`src/rtl/wb_arbiter_if.sv`:
```
// Shared types and the bundled bus interface for wb_arbiter.
// wb_arbiter_pkg holds the wb_master command encoding; wb_arbiter_if groups
// the ibus, dbus and wb_master-side signals.
//   modport master : the arbiter's view (drives completions and master commands)
//   modport slave  : the environment's view (requesters plus wb_master)

package wb_arbiter_pkg;
  typedef enum logic [1:0] {
    WISHBONE_CMD_NONE  = 2'd0,
    WISHBONE_CMD_LOAD  = 2'd1,
    WISHBONE_CMD_STORE = 2'd2
  } wb_command_t;
endpackage

interface wb_arbiter_if;
  import wb_arbiter_pkg::*;

  logic        ibus_req_in;
  logic [31:0] ibus_addr_in;
  logic [31:0] ibus_rdata_out;
  logic        ibus_done_out;

  logic        dbus_req_in;
  logic        dbus_we_in;
  logic [31:0] dbus_addr_in;
  logic [31:0] dbus_wdata_in;
  logic [3:0]  dbus_wmask_in;
  logic [31:0] dbus_rdata_out;
  logic        dbus_done_out;

  wb_command_t cmd_out;
  logic        busy_in;
  logic [31:0] addr_out;
  logic [31:0] wdata_out;
  logic [3:0]  wmask_out;
  logic [31:0] rdata_in;
  logic [1:0]  owner_out;

  modport master (
    input  ibus_req_in, ibus_addr_in,
    output ibus_rdata_out, ibus_done_out,
    input  dbus_req_in, dbus_we_in, dbus_addr_in, dbus_wdata_in, dbus_wmask_in,
    output dbus_rdata_out, dbus_done_out,
    output cmd_out, addr_out, wdata_out, wmask_out, owner_out,
    input  busy_in, rdata_in
  );

  modport slave (
    output ibus_req_in, ibus_addr_in,
    input  ibus_rdata_out, ibus_done_out,
    output dbus_req_in, dbus_we_in, dbus_addr_in, dbus_wdata_in, dbus_wmask_in,
    input  dbus_rdata_out, dbus_done_out,
    input  cmd_out, addr_out, wdata_out, wmask_out, owner_out,
    output busy_in, rdata_in
  );
endinterface

```
`src/rtl/wb_arbiter.sv`:
```
// wb_arbiter: shares one wb_master command port between the instruction
// fetch bus (read-only) and the data bus. A winner is latched in IDLE, its
// command is presented for one cycle, and the master's busy rise/fall is
// tracked before read data and a one-cycle done pulse go back to the winner.
// Optional: WB_ARBITER_ROUND_ROBIN_EN replaces the fixed DBUS_PRIORITY tie
// break with alternation based on a last-owner register.

module wb_arbiter
  import wb_arbiter_pkg::*;
#(
  parameter bit IBUS_WORD_ALIGN = 1'b1,
  parameter bit DBUS_PRIORITY   = 1'b1
) (
  input logic          clk_in,
  input logic          reset_in,
  wb_arbiter_if.master bus
);

  typedef enum logic [2:0] {
    IDLE      = 3'd0,
    ISSUE     = 3'd1,
    WAIT_BUSY = 3'd2,
    WAIT_DONE = 3'd3,
    DONE      = 3'd4
  } state_t;

  localparam logic [1:0] OWNER_NONE = 2'b00;
  localparam logic [1:0] OWNER_IBUS = 2'b01;
  localparam logic [1:0] OWNER_DBUS = 2'b10;

  state_t      state_q, state_d;
  wb_command_t cmd_q, cmd_d;
  logic [31:0] addr_q, addr_d;
  logic [31:0] wdata_q, wdata_d;
  logic [3:0]  wmask_q, wmask_d;
  logic [31:0] ibusRdata_q, ibusRdata_d;
  logic [31:0] dbusRdata_q, dbusRdata_d;
  logic        ibusDone_q, ibusDone_d;
  logic        dbusDone_q, dbusDone_d;
  logic [1:0]  owner_q, owner_d;
  logic        isStore_q, isStore_d;
  logic        grantDbus;
  logic [31:0] ibusAddr;

`ifdef WB_ARBITER_ROUND_ROBIN_EN
  // 0 = ibus was granted last, 1 = dbus was granted last
  logic        lastDbus_q, lastDbus_d;
`endif

  assign ibusAddr = IBUS_WORD_ALIGN ? {bus.ibus_addr_in[31:2], 2'b00} : bus.ibus_addr_in;

`ifdef WB_ARBITER_ROUND_ROBIN_EN
  // Tie goes to whichever port was not granted last; a lone requester wins
  always_comb begin
    grantDbus = bus.dbus_req_in && (!bus.ibus_req_in || !lastDbus_q);
  end
`else
  // Fixed priority tie break
  always_comb begin
    grantDbus = bus.dbus_req_in && (!bus.ibus_req_in || DBUS_PRIORITY);
  end
`endif

  // Next-state and registered-output logic for the transaction sequencer
  always_comb begin
    state_d     = state_q;
    cmd_d       = cmd_q;
    addr_d      = addr_q;
    wdata_d     = wdata_q;
    wmask_d     = wmask_q;
    ibusRdata_d = ibusRdata_q;
    dbusRdata_d = dbusRdata_q;
    ibusDone_d  = 1'b0;
    dbusDone_d  = 1'b0;
    owner_d     = owner_q;
    isStore_d   = isStore_q;
`ifdef WB_ARBITER_ROUND_ROBIN_EN
    lastDbus_d  = lastDbus_q;
`endif
    case (state_q)
      IDLE: begin
        if (!bus.busy_in && (bus.ibus_req_in || bus.dbus_req_in)) begin
          state_d = ISSUE;
          if (grantDbus) begin
            owner_d   = OWNER_DBUS;
            addr_d    = bus.dbus_addr_in;
            wdata_d   = bus.dbus_wdata_in;
            wmask_d   = bus.dbus_we_in ? bus.dbus_wmask_in : 4'h0;
            cmd_d     = bus.dbus_we_in ? WISHBONE_CMD_STORE : WISHBONE_CMD_LOAD;
            isStore_d = bus.dbus_we_in;
`ifdef WB_ARBITER_ROUND_ROBIN_EN
            lastDbus_d = 1'b1;
`endif
          end else begin
            owner_d   = OWNER_IBUS;
            addr_d    = ibusAddr;
            wdata_d   = 32'h0;
            wmask_d   = 4'h0;
            cmd_d     = WISHBONE_CMD_LOAD;
            isStore_d = 1'b0;
`ifdef WB_ARBITER_ROUND_ROBIN_EN
            lastDbus_d = 1'b0;
`endif
          end
        end
      end
      ISSUE: begin
        cmd_d   = WISHBONE_CMD_NONE;
        state_d = WAIT_BUSY;
      end
      WAIT_BUSY: begin
        if (bus.busy_in) begin
          state_d = WAIT_DONE;
        end
      end
      WAIT_DONE: begin
        if (!bus.busy_in) begin
          state_d = DONE;
          if (owner_q == OWNER_DBUS) begin
            dbusDone_d = 1'b1;
            if (!isStore_q) begin
              dbusRdata_d = bus.rdata_in;
            end
          end else begin
            ibusDone_d  = 1'b1;
            ibusRdata_d = bus.rdata_in;
          end
        end
      end
      DONE: begin
        owner_d = OWNER_NONE;
        state_d = IDLE;
      end
      default: begin
        state_d = IDLE;
        cmd_d   = WISHBONE_CMD_NONE;
        owner_d = OWNER_NONE;
      end
    endcase
  end

  // State and output registers, cleared asynchronously by reset
  always_ff @(posedge clk_in or negedge reset_in) begin
    if (!reset_in) begin
      state_q     <= IDLE;
      cmd_q       <= WISHBONE_CMD_NONE;
      addr_q      <= 32'h0;
      wdata_q     <= 32'h0;
      wmask_q     <= 4'h0;
      ibusRdata_q <= 32'h0;
      dbusRdata_q <= 32'h0;
      ibusDone_q  <= 1'b0;
      dbusDone_q  <= 1'b0;
      owner_q     <= OWNER_NONE;
      isStore_q   <= 1'b0;
`ifdef WB_ARBITER_ROUND_ROBIN_EN
      lastDbus_q  <= 1'b0;
`endif
    end else begin
      state_q     <= state_d;
      cmd_q       <= cmd_d;
      addr_q      <= addr_d;
      wdata_q     <= wdata_d;
      wmask_q     <= wmask_d;
      ibusRdata_q <= ibusRdata_d;
      dbusRdata_q <= dbusRdata_d;
      ibusDone_q  <= ibusDone_d;
      dbusDone_q  <= dbusDone_d;
      owner_q     <= owner_d;
      isStore_q   <= isStore_d;
`ifdef WB_ARBITER_ROUND_ROBIN_EN
      lastDbus_q  <= lastDbus_d;
`endif
    end
  end

  assign bus.cmd_out        = cmd_q;
  assign bus.addr_out       = addr_q;
  assign bus.wdata_out      = wdata_q;
  assign bus.wmask_out      = wmask_q;
  assign bus.owner_out      = owner_q;
  assign bus.ibus_rdata_out = ibusRdata_q;
  assign bus.ibus_done_out  = ibusDone_q;
  assign bus.dbus_rdata_out = dbusRdata_q;
  assign bus.dbus_done_out  = dbusDone_q;

endmodule

```
`src/flat_wrapper.sv`:
```
// flat-port wrapper written by rule: the top's interface ports become plain ports
module wb_arbiter_flat import wb_arbiter_pkg::*;
#(
  parameter bit IBUS_WORD_ALIGN = 1'b1,
  parameter bit DBUS_PRIORITY   = 1'b1
)
  (clk_in, reset_in, bus_ibus_req_in, bus_ibus_addr_in, bus_ibus_rdata_out, bus_ibus_done_out, bus_dbus_req_in, bus_dbus_we_in, bus_dbus_addr_in, bus_dbus_wdata_in, bus_dbus_wmask_in, bus_dbus_rdata_out, bus_dbus_done_out, bus_cmd_out, bus_addr_out, bus_wdata_out, bus_wmask_out, bus_owner_out, bus_busy_in, bus_rdata_in);
  wb_arbiter_if bus_i ();
  input logic clk_in;
  input logic reset_in;
  input wire logic [$bits(bus_i.ibus_req_in)-1:0] bus_ibus_req_in;
  input wire logic [$bits(bus_i.ibus_addr_in)-1:0] bus_ibus_addr_in;
  output wire logic [$bits(bus_i.ibus_rdata_out)-1:0] bus_ibus_rdata_out;
  output wire logic [$bits(bus_i.ibus_done_out)-1:0] bus_ibus_done_out;
  input wire logic [$bits(bus_i.dbus_req_in)-1:0] bus_dbus_req_in;
  input wire logic [$bits(bus_i.dbus_we_in)-1:0] bus_dbus_we_in;
  input wire logic [$bits(bus_i.dbus_addr_in)-1:0] bus_dbus_addr_in;
  input wire logic [$bits(bus_i.dbus_wdata_in)-1:0] bus_dbus_wdata_in;
  input wire logic [$bits(bus_i.dbus_wmask_in)-1:0] bus_dbus_wmask_in;
  output wire logic [$bits(bus_i.dbus_rdata_out)-1:0] bus_dbus_rdata_out;
  output wire logic [$bits(bus_i.dbus_done_out)-1:0] bus_dbus_done_out;
  output wire logic [$bits(bus_i.cmd_out)-1:0] bus_cmd_out;
  output wire logic [$bits(bus_i.addr_out)-1:0] bus_addr_out;
  output wire logic [$bits(bus_i.wdata_out)-1:0] bus_wdata_out;
  output wire logic [$bits(bus_i.wmask_out)-1:0] bus_wmask_out;
  output wire logic [$bits(bus_i.owner_out)-1:0] bus_owner_out;
  input wire logic [$bits(bus_i.busy_in)-1:0] bus_busy_in;
  input wire logic [$bits(bus_i.rdata_in)-1:0] bus_rdata_in;
  assign bus_i.ibus_req_in = bus_ibus_req_in;
  assign bus_i.ibus_addr_in = bus_ibus_addr_in;
  assign bus_ibus_rdata_out = bus_i.ibus_rdata_out;
  assign bus_ibus_done_out = bus_i.ibus_done_out;
  assign bus_i.dbus_req_in = bus_dbus_req_in;
  assign bus_i.dbus_we_in = bus_dbus_we_in;
  assign bus_i.dbus_addr_in = bus_dbus_addr_in;
  assign bus_i.dbus_wdata_in = bus_dbus_wdata_in;
  assign bus_i.dbus_wmask_in = bus_dbus_wmask_in;
  assign bus_dbus_rdata_out = bus_i.dbus_rdata_out;
  assign bus_dbus_done_out = bus_i.dbus_done_out;
  assign bus_cmd_out = bus_i.cmd_out;
  assign bus_addr_out = bus_i.addr_out;
  assign bus_wdata_out = bus_i.wdata_out;
  assign bus_wmask_out = bus_i.wmask_out;
  assign bus_owner_out = bus_i.owner_out;
  assign bus_i.busy_in = bus_busy_in;
  assign bus_i.rdata_in = bus_rdata_in;
  wb_arbiter #(.IBUS_WORD_ALIGN(IBUS_WORD_ALIGN), .DBUS_PRIORITY(DBUS_PRIORITY)) u_core (.clk_in(clk_in), .reset_in(reset_in), .bus(bus_i));
endmodule
```
`config.mk`:
```
export PLATFORM = sky130hd
export DESIGN_NAME = wb_arbiter_flat
export DESIGN_NICKNAME = d
export VERILOG_FILES = /design/src/rtl/wb_arbiter_if.sv /design/src/rtl/wb_arbiter.sv /design/src/flat_wrapper.sv
export SDC_FILE = /design/constraint.sdc
export NUM_CORES = 1
export LEC_CHECK = 0
export BUFFER_PORTS_ARGS = -buffer_cell sky130_fd_sc_hd__buf_2
export CAP_MARGIN = 25
export CELL_PAD_IN_SITES_DETAIL_PLACEMENT = 0
export CELL_PAD_IN_SITES_GLOBAL_PLACEMENT = 2
export CORE_MARGIN = 2
export CORE_UTILIZATION = 27
export CTS_BUF_LIST = sky130_fd_sc_hd__clkbuf_16
export DETAILED_ROUTE_END_ITERATION = 8
export PLACE_DENSITY = 0.75
export SLEW_MARGIN = 25
export SYNTH_ARGS = -nofsm -noshare
export SYNTH_HDL_FRONTEND = slang
export SYNTH_SLANG_ARGS = --single-unit
```
`constraint.sdc`:
```
create_clock -name clk_in -period 1.75 [get_ports clk_in]
set_clock_uncertainty 0.05 [all_clocks]
set_input_delay 0.175 -clock clk_in [delete_from_list [all_inputs] [get_ports clk_in]]
set_output_delay 0.175 -clock clk_in [all_outputs]
set_load 0.05 [all_outputs]
```
==> results of run 1 <==
cells by family (layout without fill, tap and decap cells):
kind of cell	Yosys count	after routing	synth area share [%]
DFF	142	142	58.59
muxes	129	129	25.81
other	0	1	0
buffers and inverters	70	431	5.591
AOI/OAI and AO/OA	40	40	3.528
and+or+nand+nor	62	62	6.478
power by group:
part / leakage [nW] / switching, mW / internal, mW
registers: 1.77 / 0.761 / 4.73
logic: 2.57 / 6.90 / 2.71
clock network: 0.277 / 1.53 / 2.00
layer usage:
layer | vias to the layer above | routed length (microns)
li1 | 2264 | -
met1 | 2310 | 6987
met2 | 181 | 8469
met3 | 28 | 1096
met4 | 0 | 380
met5 | - | 0
worst reg2reg max path: stages (launching register included):
cell,delay (ns)
sky130_fd_sc_hd__dfrtp_1,0.40
sky130_fd_sc_hd__buf_4,0.17
sky130_fd_sc_hd__nor2_4,0.09
sky130_fd_sc_hd__and3b_2,0.30
sky130_fd_sc_hd__clkbuf_16,0.23
sky130_fd_sc_hd__mux2_2,0.34
stage by stage:
stage | setup TNS [ns] | setup slack (ns)
global placement | 0 | 0.01139
finish | 0 | 0.05336
detailed placement | 0 | 0.006121
floorplan | -0.8657 | -0.02886
global route | -0.04234 | -0.01155
CTS | 0 | 0.03118
cell usage after synthesis (2+ instances only):
cell type / instances / area share, %
sky130_fd_sc_hd__dfrtp_1: 142 / 59
sky130_fd_sc_hd__and3_1: 4 / 0.41
sky130_fd_sc_hd__mux2_4: 30 / 7.4
sky130_fd_sc_hd__clkbuf_1: 17 / 1.1
sky130_fd_sc_hd__nor2b_1: 2 / 0.21
sky130_fd_sc_hd__buf_6: 2 / 0.37
sky130_fd_sc_hd__mux2_2: 99 / 18
sky130_fd_sc_hd__o21ai_0: 36 / 3.0
sky130_fd_sc_hd__buf_12: 3 / 0.99
sky130_fd_sc_hd__nand4_1: 35 / 3.6
sky130_fd_sc_hd__nand2b_1: 3 / 0.31
sky130_fd_sc_hd__inv_1: 37 / 2.3
sky130_fd_sc_hd__nor2_1: 5 / 0.31
sky130_fd_sc_hd__buf_2: 10 / 0.83
sky130_fd_sc_hd__nand2_1: 4 / 0.25
layout make-up:
type / instances / area (sq um) / share of cell area (%)
Multi-Input combinational cell: 231 / 2201 / 24.09
Inverter: 37 / 138.9 / 1.520
Clock buffer: 17 / 425.4 / 4.656
Tap cell: 280 / 350.3 / 3.835
Timing Repair Buffer: 362 / 2312 / 25.31
Sequential cell: 142 / 3556 / 38.92
Clock inverter: 15 / 150.1 / 1.643
Antenna cell: 1 / 2.502 / 0.02739
flip-flops by register name (all words and copies together) (netlist names):
register and flops:
u_core.bus.addr_out 32, u_core.bus.dbus_rdata_out 32, u_core.bus.ibus_rdata_out 32, u_core.bus.wdata_out 32, u_core.bus.wmask_out 4, u_core.state_q 3, u_core.bus.cmd_out 2, u_core.bus.owner_out 2
u_core.bus.dbus_done_out 1, u_core.bus.ibus_done_out 1, u_core.isStore_q 1
worst max-delay path by stage:
stage                                              from                                         to  slack (ns)  depth (start not counted)
floorplan           u_core.bus.owner_out[0]$_DFFE_PN0P_   u_core.bus.dbus_rdata_out[0]$_DFFE_PN0P_       -0.03                          5
finish                    u_core.state_q[0]$_DFFE_PN0P_        u_core.bus.wmask_out[2]$_DFFE_PN0P_        0.05                          5
global route              u_core.state_q[0]$_DFFE_PN0P_        u_core.bus.wmask_out[2]$_DFFE_PN0P_       -0.01                          5
detailed placement  u_core.bus.owner_out[0]$_DFFE_PN0P_  u_core.bus.dbus_rdata_out[31]$_DFFE_PN0P_       0.006                          4
global placement    u_core.bus.owner_out[0]$_DFFE_PN0P_  u_core.bus.dbus_rdata_out[30]$_DFFE_PN0P_        0.01                          4
CTS                       u_core.state_q[0]$_DFFE_PN0P_        u_core.bus.addr_out[12]$_DFFE_PN0P_        0.03                          5
repair_timing:
action | in CTS | in global routing
setup buffers | 0 | 1
hold endpoints to repair | 240 | 0
endpoints found under the setup margin | 1 | 34
resized for setup | 2 | 2
gates cloned | 1 | 1
pin swaps | 0 | 0
hold buffers | 67 | 0
cell usage in the layout, fill, tap and decap left out, drive strengths merged, types with 2 or more instances in the layout:
cell type,count
clkbuf,18
dfrtp,142
nand2b,3
nand4bb,2
nand2,4
dlygate4sd3,67
inv,44
o21ai,36
clkinvlp,2
clkinv,5
nor2b,2
and3,4
nand4,35
buf,294
nor2,6
mux2,129
==> results_dict.tcl, run 1 <==
set metrics [dict create \
    via_count_of_the_first_global_routing_pass 5180 \
    worstSetupEndpointType "register" \
    rr_endpoint "u_core.bus.wmask_out[2]$_DFFE_PN0P_" \
    final.min_clock_period_ns 1.697 \
    worstHoldPathCells 3 \
    drive_gt1_share_pct 57.71 \
    timing_worst_setup_path_type "reg2reg" \
    slew_viol_final 0 \
    timing.critical_path.from_type "register" \
    tritoncts_clock_tree "done" \
    grt_remaining_overflow 0 \
    vdd_drop_max_v 0.0009942 \
    place_area_sq_mm 0.007815 \
    placeableCoreArea_sq_mm 0.02196 \
    max-cap-violations 0 \
    route.detailed.wl_per_inst_microns 15.61 \
    rd_place_congestion 0.7506 \
    final_nets 929 \
    flow.area_growth_from_synthesis_pct 50.65 \
    slew_headroom_pct 72.50 \
    die_height_microns 153.9 \
    die_width_microns 153.9 \
    routed_wirelength_mm 16.93 \
    met3_global_route_usage_pct 4.594 \
    r2r_start "u_core.state_q[0]$_DFFE_PN0P_" \
    clock_sinks 142 \
    drtIter0Drc 208 \
    portBuffers 273 \
    fill_cells 2068 \
    worst_slew_pin_slew_ns 0.4125 \
    finalSetupViolCount 0 \
    cts.root.buffer_cell "sky130_fd_sc_hd__clkbuf_16" \
    vias 4783 \
    met1_usage_pct 16.65 \
    clockBufferDepth 2 \
    final-instance-count-excl-fill 1085 \
    grt_max_degree 48 \
    ys_seq_area_share_pct 58.59 \
    drc_errors 0 \
    power_per_unit_of_standard_cell_area_mw_per_mm2 2040 \
    synth_enable_flop_cells 0 \
    final_min_period_over_clock_period_pct 96.95 \
    hold_slack_ns 0.05167 \
    synth_cell_types 29 \
    synthesis.area_per_instance_sq_um 13.69 \
    antenna_violations_before_repair 0 \
    worstRegToRegCells 5 \
    clkSlewWorstSetupHoldPaths_ns 0.06 \
    critical_path_buf_inv_count 2 \
    met2_usage_in_global_routing_pct 24.97 \
    critical_path_cell_by_cell "buf_4 > nor2_4 > and3b_2 > clkbuf_16 > mux2_2" \
    mappedNetlistArea_sq_mm 0.006065 \
    drt_pass1_iterations 4 \
    hpwl_mm 11.83 \
    cts-buffers-inserted 17 \
    wire_length_of_the_first_global_routing_pass_mm 26.88 \
    finalPower_mw 18.64 \
    gr-max-usage-layer "met2" \
    ios 276 \
    min-delay-path-class "in2reg" \
    critical_path.slowest_cell "sky130_fd_sc_hd__dfrtp_1" \
    static-leakage-power_nw 4.623 \
    placedCellCount 982 \
    ff2ff_setup_slack_ns 0.05 \
    num_rows 54 \
    synth.ff_latch_count 142 \
    synth_nets 581 \
    run_status "finished, final reports clean" \
    fmaxAchievable_mhz 589.4 \
    netlist_instances 443 \
    finish.instance_area_sq_mm 0.009136 \
    arrival_ns 1.94 \
    hold_path_startpoint "bus_dbus_we_in" \
    initial_core_util_pct 27.62 \
    ys.warnings.count 0 \
    kind_of_cell_adding_the_most_delay_to_the_critical_path "flip-flops" \
    postRouteAntennaNets 0 \
    whs_endpoint "u_core.bus.cmd_out[1]$_DFFE_PN0P_" \
    via_per_inst 4.408 \
    area_of_the_die_sq_mm 0.02368 \
    ys.flop_type "sky130_fd_sc_hd__dfrtp_1" \
    async_set_or_reset_flop_fraction_in_the_synthesized_netlist_pct 100.0 \
    clock_latency_ns 0.41 \
    required_ns 1.99 \
    ctsHtreeMaxLevel 4 \
    number_of_hold_slack_violations_in_the_final_timing_report 0 \
    grt_overall_usage_pct 14.29 \
    timing.critical_path.fanout_max 18 \
    cp_peak_stage_delay_ns 0.40 \
    final_core_util_pct 41.61 \
]
(Power assumes the default switching activity.)
==> run 2: changes to the inputs <==
--- a/config.mk
+++ b/config.mk
@@ -11,7 +11,7 @@
 export CELL_PAD_IN_SITES_GLOBAL_PLACEMENT = 2
 export CORE_MARGIN = 2
 export CORE_UTILIZATION = 27
-export CTS_BUF_LIST = sky130_fd_sc_hd__clkbuf_16
+export CTS_BUF_LIST = sky130_fd_sc_hd__clkbuf_8
 export DETAILED_ROUTE_END_ITERATION = 8
 export PLACE_DENSITY = 0.75
 export SLEW_MARGIN = 25
==> results_dict.tcl, run 2 (synthesis results as in run 1) <==
set metrics [dict create \
    run_status "finished, final reports clean" \
    kind_of_cell_adding_the_most_delay_to_the_critical_path "simple AND/OR/NAND/NOR gates" \
    tritoncts_clock_tree "done" \
    cts.root.buffer_cell "sky130_fd_sc_hd__clkbuf_8" \
    min-delay-path-class "in2reg" \
    route.detailed.wl_per_inst_microns 15.88 \
    place_area_sq_mm 0.007815 \
    rd_place_congestion 0.7506 \
    final-instance-count-excl-fill 1091 \
    clockBufferDepth 2 \
    worstSetupPathDepth 5 \
    worst_setup_path_startpoint "u_core.state_q[0]$_DFFE_PN0P_" \
    num_rows 54 \
    mostFrequentLayoutCell "sky130_fd_sc_hd__buf_2" \
    wire_length_of_the_first_global_routing_pass_mm 26.86 \
    grt_remaining_overflow 0 \
    clkSlewWorstSetupHoldPaths_ns 0.09 \
    worstRegToRegCells 5 \
    ctsHtreeMaxLevel 4 \
    clock_sinks 142 \
    finalSetupViolCount 0 \
    timing.critical_path.fanout_max 9 \
    timing_worst_setup_path_type "reg2reg" \
    cp_peak_stage_delay_ns 0.41 \
    static-leakage-power_nw 4.583 \
    grt_overall_usage_pct 14.25 \
    portBuffers 273 \
    via_count_of_the_first_global_routing_pass 5200 \
    max-cap-violations 0 \
    placedCellCount 982 \
    worst_slew_pin_slew_ns 0.4112 \
    worstHoldPathCells 3 \
    vias 4818 \
    final_cell_mix "sky130_fd_sc_hd__buf_2 (272), sky130_fd_sc_hd__dfrtp_1 (140), sky130_fd_sc_hd__mux2_2 (99)" \
    drive_gt1_share_pct 58.02 \
    postRouteAntennaNets 0 \
    critical_path.slowest_cell "sky130_fd_sc_hd__dfrtp_1" \
    critical_path_cell_by_cell "buf_4 > nor2_4 > and3b_4 > clkbuf_16 > mux2_2" \
    final.setup.worst_slack_ns 0.06206 \
    final_nets 935 \
    required_ns 2.02 \
    drc_errors 0 \
    antenna_violations_before_repair 0 \
    flow.area_growth_from_synthesis_pct 49.16 \
    grt_max_degree 48 \
    hpwl_mm 11.83 \
    drtIter0Drc 206 \
    worstSetupEndpointType "register" \
    fin_setup_tns_ns 0 \
    critical_path_buf_inv_count 2 \
    drt_pass1_iterations 4 \
    area_of_the_die_sq_mm 0.02368 \
    crit_path_end "u_core.bus.wmask_out[2]$_DFFE_PN0P_" \
    ff2ff_setup_slack_ns 0.06 \
    rr_endpoint "u_core.bus.wmask_out[2]$_DFFE_PN0P_" \
    number_of_hold_slack_violations_in_the_final_timing_report 0 \
    arrival_ns 1.95 \
    fill_cells 2085 \
    cts-buffers-inserted 17 \
    slew_viol_final 0 \
    r2r_start "u_core.state_q[0]$_DFFE_PN0P_" \
    die_height_microns 153.9 \
    timing.critical_path.from_type "register" \
    placeableCoreArea_sq_mm 0.02196 \
    ios 276 \
    die_width_microns 153.9 \
    vdd_drop_max_v 0.0009936 \
    via_per_inst 4.416 \
    pre_cts_slack_ns 0.006121 \
    power_per_unit_of_standard_cell_area_mw_per_mm2 1971 \
    final.min_clock_period_ns 1.688 \
    clock_latency_ns 0.43 \
    routed_wirelength_mm 17.33 \
    fmaxAchievable_mhz 592.4 \
    slew_headroom_pct 72.59 \
    initial_core_util_pct 27.62 \
    final_min_period_over_clock_period_pct 96.45 \
    finish.instance_area_sq_mm 0.009046 \
]
## run 2: changes by cell type in the layout (fill, tap and decap cells not counted), sizes merged
| cell | previous run | this run |
|---|---|---|
| clkbuf | 18 | 21 |
| and3b | 1 | 2 |
| clkinv | 5 | 4 |
| buf | 294 | 296 |
| dlygate4sd3 | 67 | 68 |
## run 2: power by group
part | internal, mW | switching [mW] | leakage, nW | total (mW)
sequential | 4.72 | 0.761 | 1.77 | 5.48
clock | 1.21 | 1.42 | 0.195 | 2.63
combinational | 2.78 | 6.94 | 2.61 | 9.72
## run 2: how the worst min path moves through the flow
stage | start | end | slack, ns
after CTS | bus_dbus_addr_in[4] | u_core.bus.addr_out[4]$_DFFE_PN0P_ | 0.02
after detailed placement | reset_in | u_core.bus.wdata_out[8]$_DFFE_PN0P_ | 0.003
after global routing | bus_dbus_addr_in[28] | u_core.bus.addr_out[28]$_DFFE_PN0P_ | 0.009
after floorplan | reset_in | u_core.bus.addr_out[0]$_DFFE_PN0P_ | -0.17
after global placement | reset_in | u_core.bus.wdata_out[8]$_DFFE_PN0P_ | 0.002
final | bus_dbus_addr_in[4] | u_core.bus.addr_out[4]$_DFFE_PN0P_ | 0.05
## run 2: cell type report
cell class	instances	area, sq um	area share [%]
Timing Repair Buffer	367	2391	26.43
Multi-Input combinational cell	232	2213	24.47
Sequential cell	142	3556	39.31
Clock inverter	14	146.4	1.618
Inverter	37	138.9	1.535
Tap cell	280	350.3	3.873
Clock buffer	18	247.7	2.739
Antenna cell	1	2.502	0.02766
## run 2: metal layers
layer / global-route usage, % / wire length [microns]
met5: 0 / 0
met4: 5.029 / 366
met3: 4.228 / 1073
met2: 24.95 / 8519
met1: 16.63 / 7368
## run 2: worst reg2reg max path: cells and delay by family, from the launching register on
| kind | cells | cell delay (ns) |
|---|---|---|
| buf+inv | 2 | 0.37 |
| simple gates | 2 | 0.42 |
| mux | 1 | 0.33 |
| flops | 1 | 0.41 |
## run 2: through the flow
stage | hold WS (ns) | utilization, % | power (mW)
floorplan | -0.1706 | - | 12.55
finish | 0.05248 | 41.20 | 17.83
CTS | 0.01777 | 40.63 | 17.87
detailed placement | 0.003130 | 35.59 | 15.04
global route | 0.009222 | 41.19 | 18.73
global placement | 0.001962 | 35.59 | 14.84
## run 2: timing repair
| item | CTS | global route |
|---|---|---|
| hold buffers | 68 | 0 |
| resized for setup | 2 | 3 |
| endpoints found under the setup margin | 2 | 34 |
| setup buffers | 0 | 1 |
| hold endpoints to repair | 241 | 0 |
| gates cloned | 1 | 6 |
| pin swaps | 0 | 2 |
==> run 3: changes to the inputs <==
==> constraint.sdc (replaced) <==
create_clock -name clk_in -period 1.55 [get_ports clk_in]
set_clock_uncertainty 0.05 [all_clocks]
set_input_delay 0.155 -clock clk_in [delete_from_list [all_inputs] [get_ports clk_in]]
set_output_delay 0.155 -clock clk_in [all_outputs]
set_load 0.05 [all_outputs]
==> results_dict.tcl, run 3 (synthesis results as in run 1) <==
set metrics [dict create \
    run_status "finished, violations left" \
    violations "negative setup slack" \
    static-leakage-power_nw 4.871 \
    clock_latency_ns 0.44 \
    max-cap-violations 0 \
    r2r_start "u_core.state_q[2]$_DFFE_PN0P_" \
    final.setup.worst_slack_ns -0.1391 \
    placeableCoreArea_sq_mm 0.02196 \
    postRouteAntennaNets 0 \
    slew_viol_final 0 \
    critical_path.slowest_cell "sky130_fd_sc_hd__dfrtp_1" \
    route.detailed.wl_per_inst_microns 16.67 \
    grt_max_degree 40 \
    min-delay-path-class "in2reg" \
    place_area_sq_mm 0.007980 \
    vias 4993 \
    mostFrequentLayoutCell "sky130_fd_sc_hd__buf_2" \
    num_rows 54 \
    area_of_the_die_sq_mm 0.02368 \
    critical_path_cell_by_cell "buf_6 > nor2_4 > and3b_4 > clkbuf_16 > mux2_4" \
    hold_path_startpoint "bus_dbus_we_in" \
    flow.area_growth_from_synthesis_pct 57.77 \
    clockBufferDepth 2 \
    finish.instance_area_sq_mm 0.009568 \
    final_nets 960 \
    cp_peak_stage_delay_ns 0.40 \
    worst_slew_pin_slew_ns 0.4288 \
    power_per_unit_of_standard_cell_area_mw_per_mm2 2199 \
    grt_remaining_overflow 0 \
    cts-buffers-inserted 17 \
    fill_cells 2044 \
    tritoncts_clock_tree "done" \
    drt_pass1_iterations 4 \
    worstSetupEndpointType "register" \
    timing_worst_setup_path_type "reg2reg" \
    timing.critical_path.fanout_max 8 \
    portBuffers 273 \
    clkSlewWorstSetupHoldPaths_ns 0.10 \
    fmaxAchievable_mhz 592.0 \
    finalSetupViolCount 100 \
    worst_setup_path_startpoint "u_core.state_q[2]$_DFFE_PN0P_" \
    vdd_drop_max_v 0.001100 \
    die_width_microns 153.9 \
    wire_length_of_the_first_global_routing_pass_mm 28.72 \
    final_cell_mix "sky130_fd_sc_hd__buf_2 (272), sky130_fd_sc_hd__dfrtp_1 (140), sky130_fd_sc_hd__dlygate4sd3_1 (81)" \
    final_min_period_over_clock_period_pct 109.0 \
    drive_gt1_share_pct 60.84 \
    worstRegToRegCells 5 \
    worstHoldPathCells 3 \
    cts.root.buffer_cell "sky130_fd_sc_hd__clkbuf_8" \
    rd_place_congestion 0.8303 \
    clock_sinks 142 \
    ctsHtreeMaxLevel 4 \
    via_per_inst 4.474 \
    final_core_util_pct 43.57 \
    routed_wirelength_mm 18.61 \
    via_count_of_the_first_global_routing_pass 5342 \
    ios 276 \
    hpwl_mm 12.22 \
    fin_setup_tns_ns -8.717 \
    final.min_clock_period_ns 1.689 \
    initial_core_util_pct 27.62 \
    slew_headroom_pct 71.41 \
    grt_overall_usage_pct 15.29 \
    required_ns 1.83 \
    timing.critical_path.from_type "register" \
    number_of_hold_slack_violations_in_the_final_timing_report 0 \
    rsz0062_at_grt "yes" \
    arrival_ns 1.97 \
    drc_errors 0 \
    drtIter0Drc 156 \
    die_height_microns 153.9 \
    antenna_violations_before_repair 1 \
    hold_slack_ns 0.005503 \
]
[run 3: cell types whose count changed in the layout (fill, tap and decap cells not counted), moves of 2 or more]
| cell | previous run | this run |
|---|---|---|
| sky130_fd_sc_hd__mux2_2 | 99 | 65 |
| sky130_fd_sc_hd__mux2_4 | 30 | 64 |
| sky130_fd_sc_hd__o21ai_0 | 36 | 8 |
| sky130_fd_sc_hd__o21ai_2 | 0 | 26 |
| sky130_fd_sc_hd__dlygate4sd3_1 | 68 | 81 |
| sky130_fd_sc_hd__buf_4 | 15 | 21 |
| sky130_fd_sc_hd__buf_6 | 3 | 6 |
| sky130_fd_sc_hd__buf_8 | 0 | 2 |
| sky130_fd_sc_hd__clkinv_4 | 4 | 2 |
| sky130_fd_sc_hd__clkinv_8 | 0 | 2 |
| sky130_fd_sc_hd__inv_8 | 2 | 4 |
| sky130_fd_sc_hd__o21ai_1 | 0 | 2 |
[run 3: layout make-up]
cell class	instances	area, sq um	share of cell area (%)
flip-flops and latches	142	3556	37.16
repair buffers	393	2675	27.96
diodes	1	2.502	0.02615
multi-input cells	231	2436	25.46
clock buffers	17	234.0	2.445
inverters	37	138.9	1.452
clock inverters	15	175.2	1.831
well taps	280	350.3	3.662
[run 3: worst paths after layout]
kind                                                              to  slack [ns]
setup / recovery                 u_core.bus.addr_out[24]$_DFFE_PN0P_       -0.14
hold / removal                          u_core.isStore_q$_DFFE_PN0P_       0.006
setup reg to reg                 u_core.bus.addr_out[24]$_DFFE_PN0P_       -0.14
hold reg to reg            u_core.bus.ibus_rdata_out[24]$_DFFE_PN0P_        0.46
max in group asynchronous  u_core.bus.dbus_rdata_out[13]$_DFFE_PN0P_        0.74
min in group asynchronous        u_core.bus.addr_out[13]$_DFFE_PN0P_        0.11
[run 3: through the flow]
stage	cells	power [mW]	setup WS, ns
2_1_floorplan	443	14.59	-0.2289
3_3_place_gp	987	17.18	-0.1681
3_5_place_dp	987	17.36	-0.1954
4_1_cts	1101	20.70	-0.1320
5_1_grt	1115	22.05	-0.1940
6_report	1116	21.04	-0.1391
[run 3: what timing repair did]
action	CTS	global route
hold buffers	81	0
setup endpoints to repair	96	125
gates cloned	1	6
buffers inserted	0	8
gates resized for setup	4	64
hold endpoints to repair	249	0
[run 3: critical path: cells and delay by family (launching register included)]
family,cells,cell delay (ns)
simple gates,2,0.45
flops,1,0.40
buf+inv,2,0.36
mux,1,0.30
[run 3: routing by layer]
layer  track usage [%]  vias to the layer above  share of wire, %
li1                  -                     2308                 -
met5                 0                        -                 0
met4             5.563                        0               2.3
met1             18.76                     2475                42
met2             25.61                      184                49
met3             4.538                       26               5.8
[run 3: where the power goes]
part / switching (mW) / internal (mW) / leakage (nW) / total (mW)
registers: 0.936 / 5.33 / 1.77 / 6.27
logic: 8.01 / 3.69 / 2.90 / 11.7
clock network: 1.70 / 1.36 / 0.201 / 3.07
total: 10.6 / 10.4 / 4.87 / 21.0
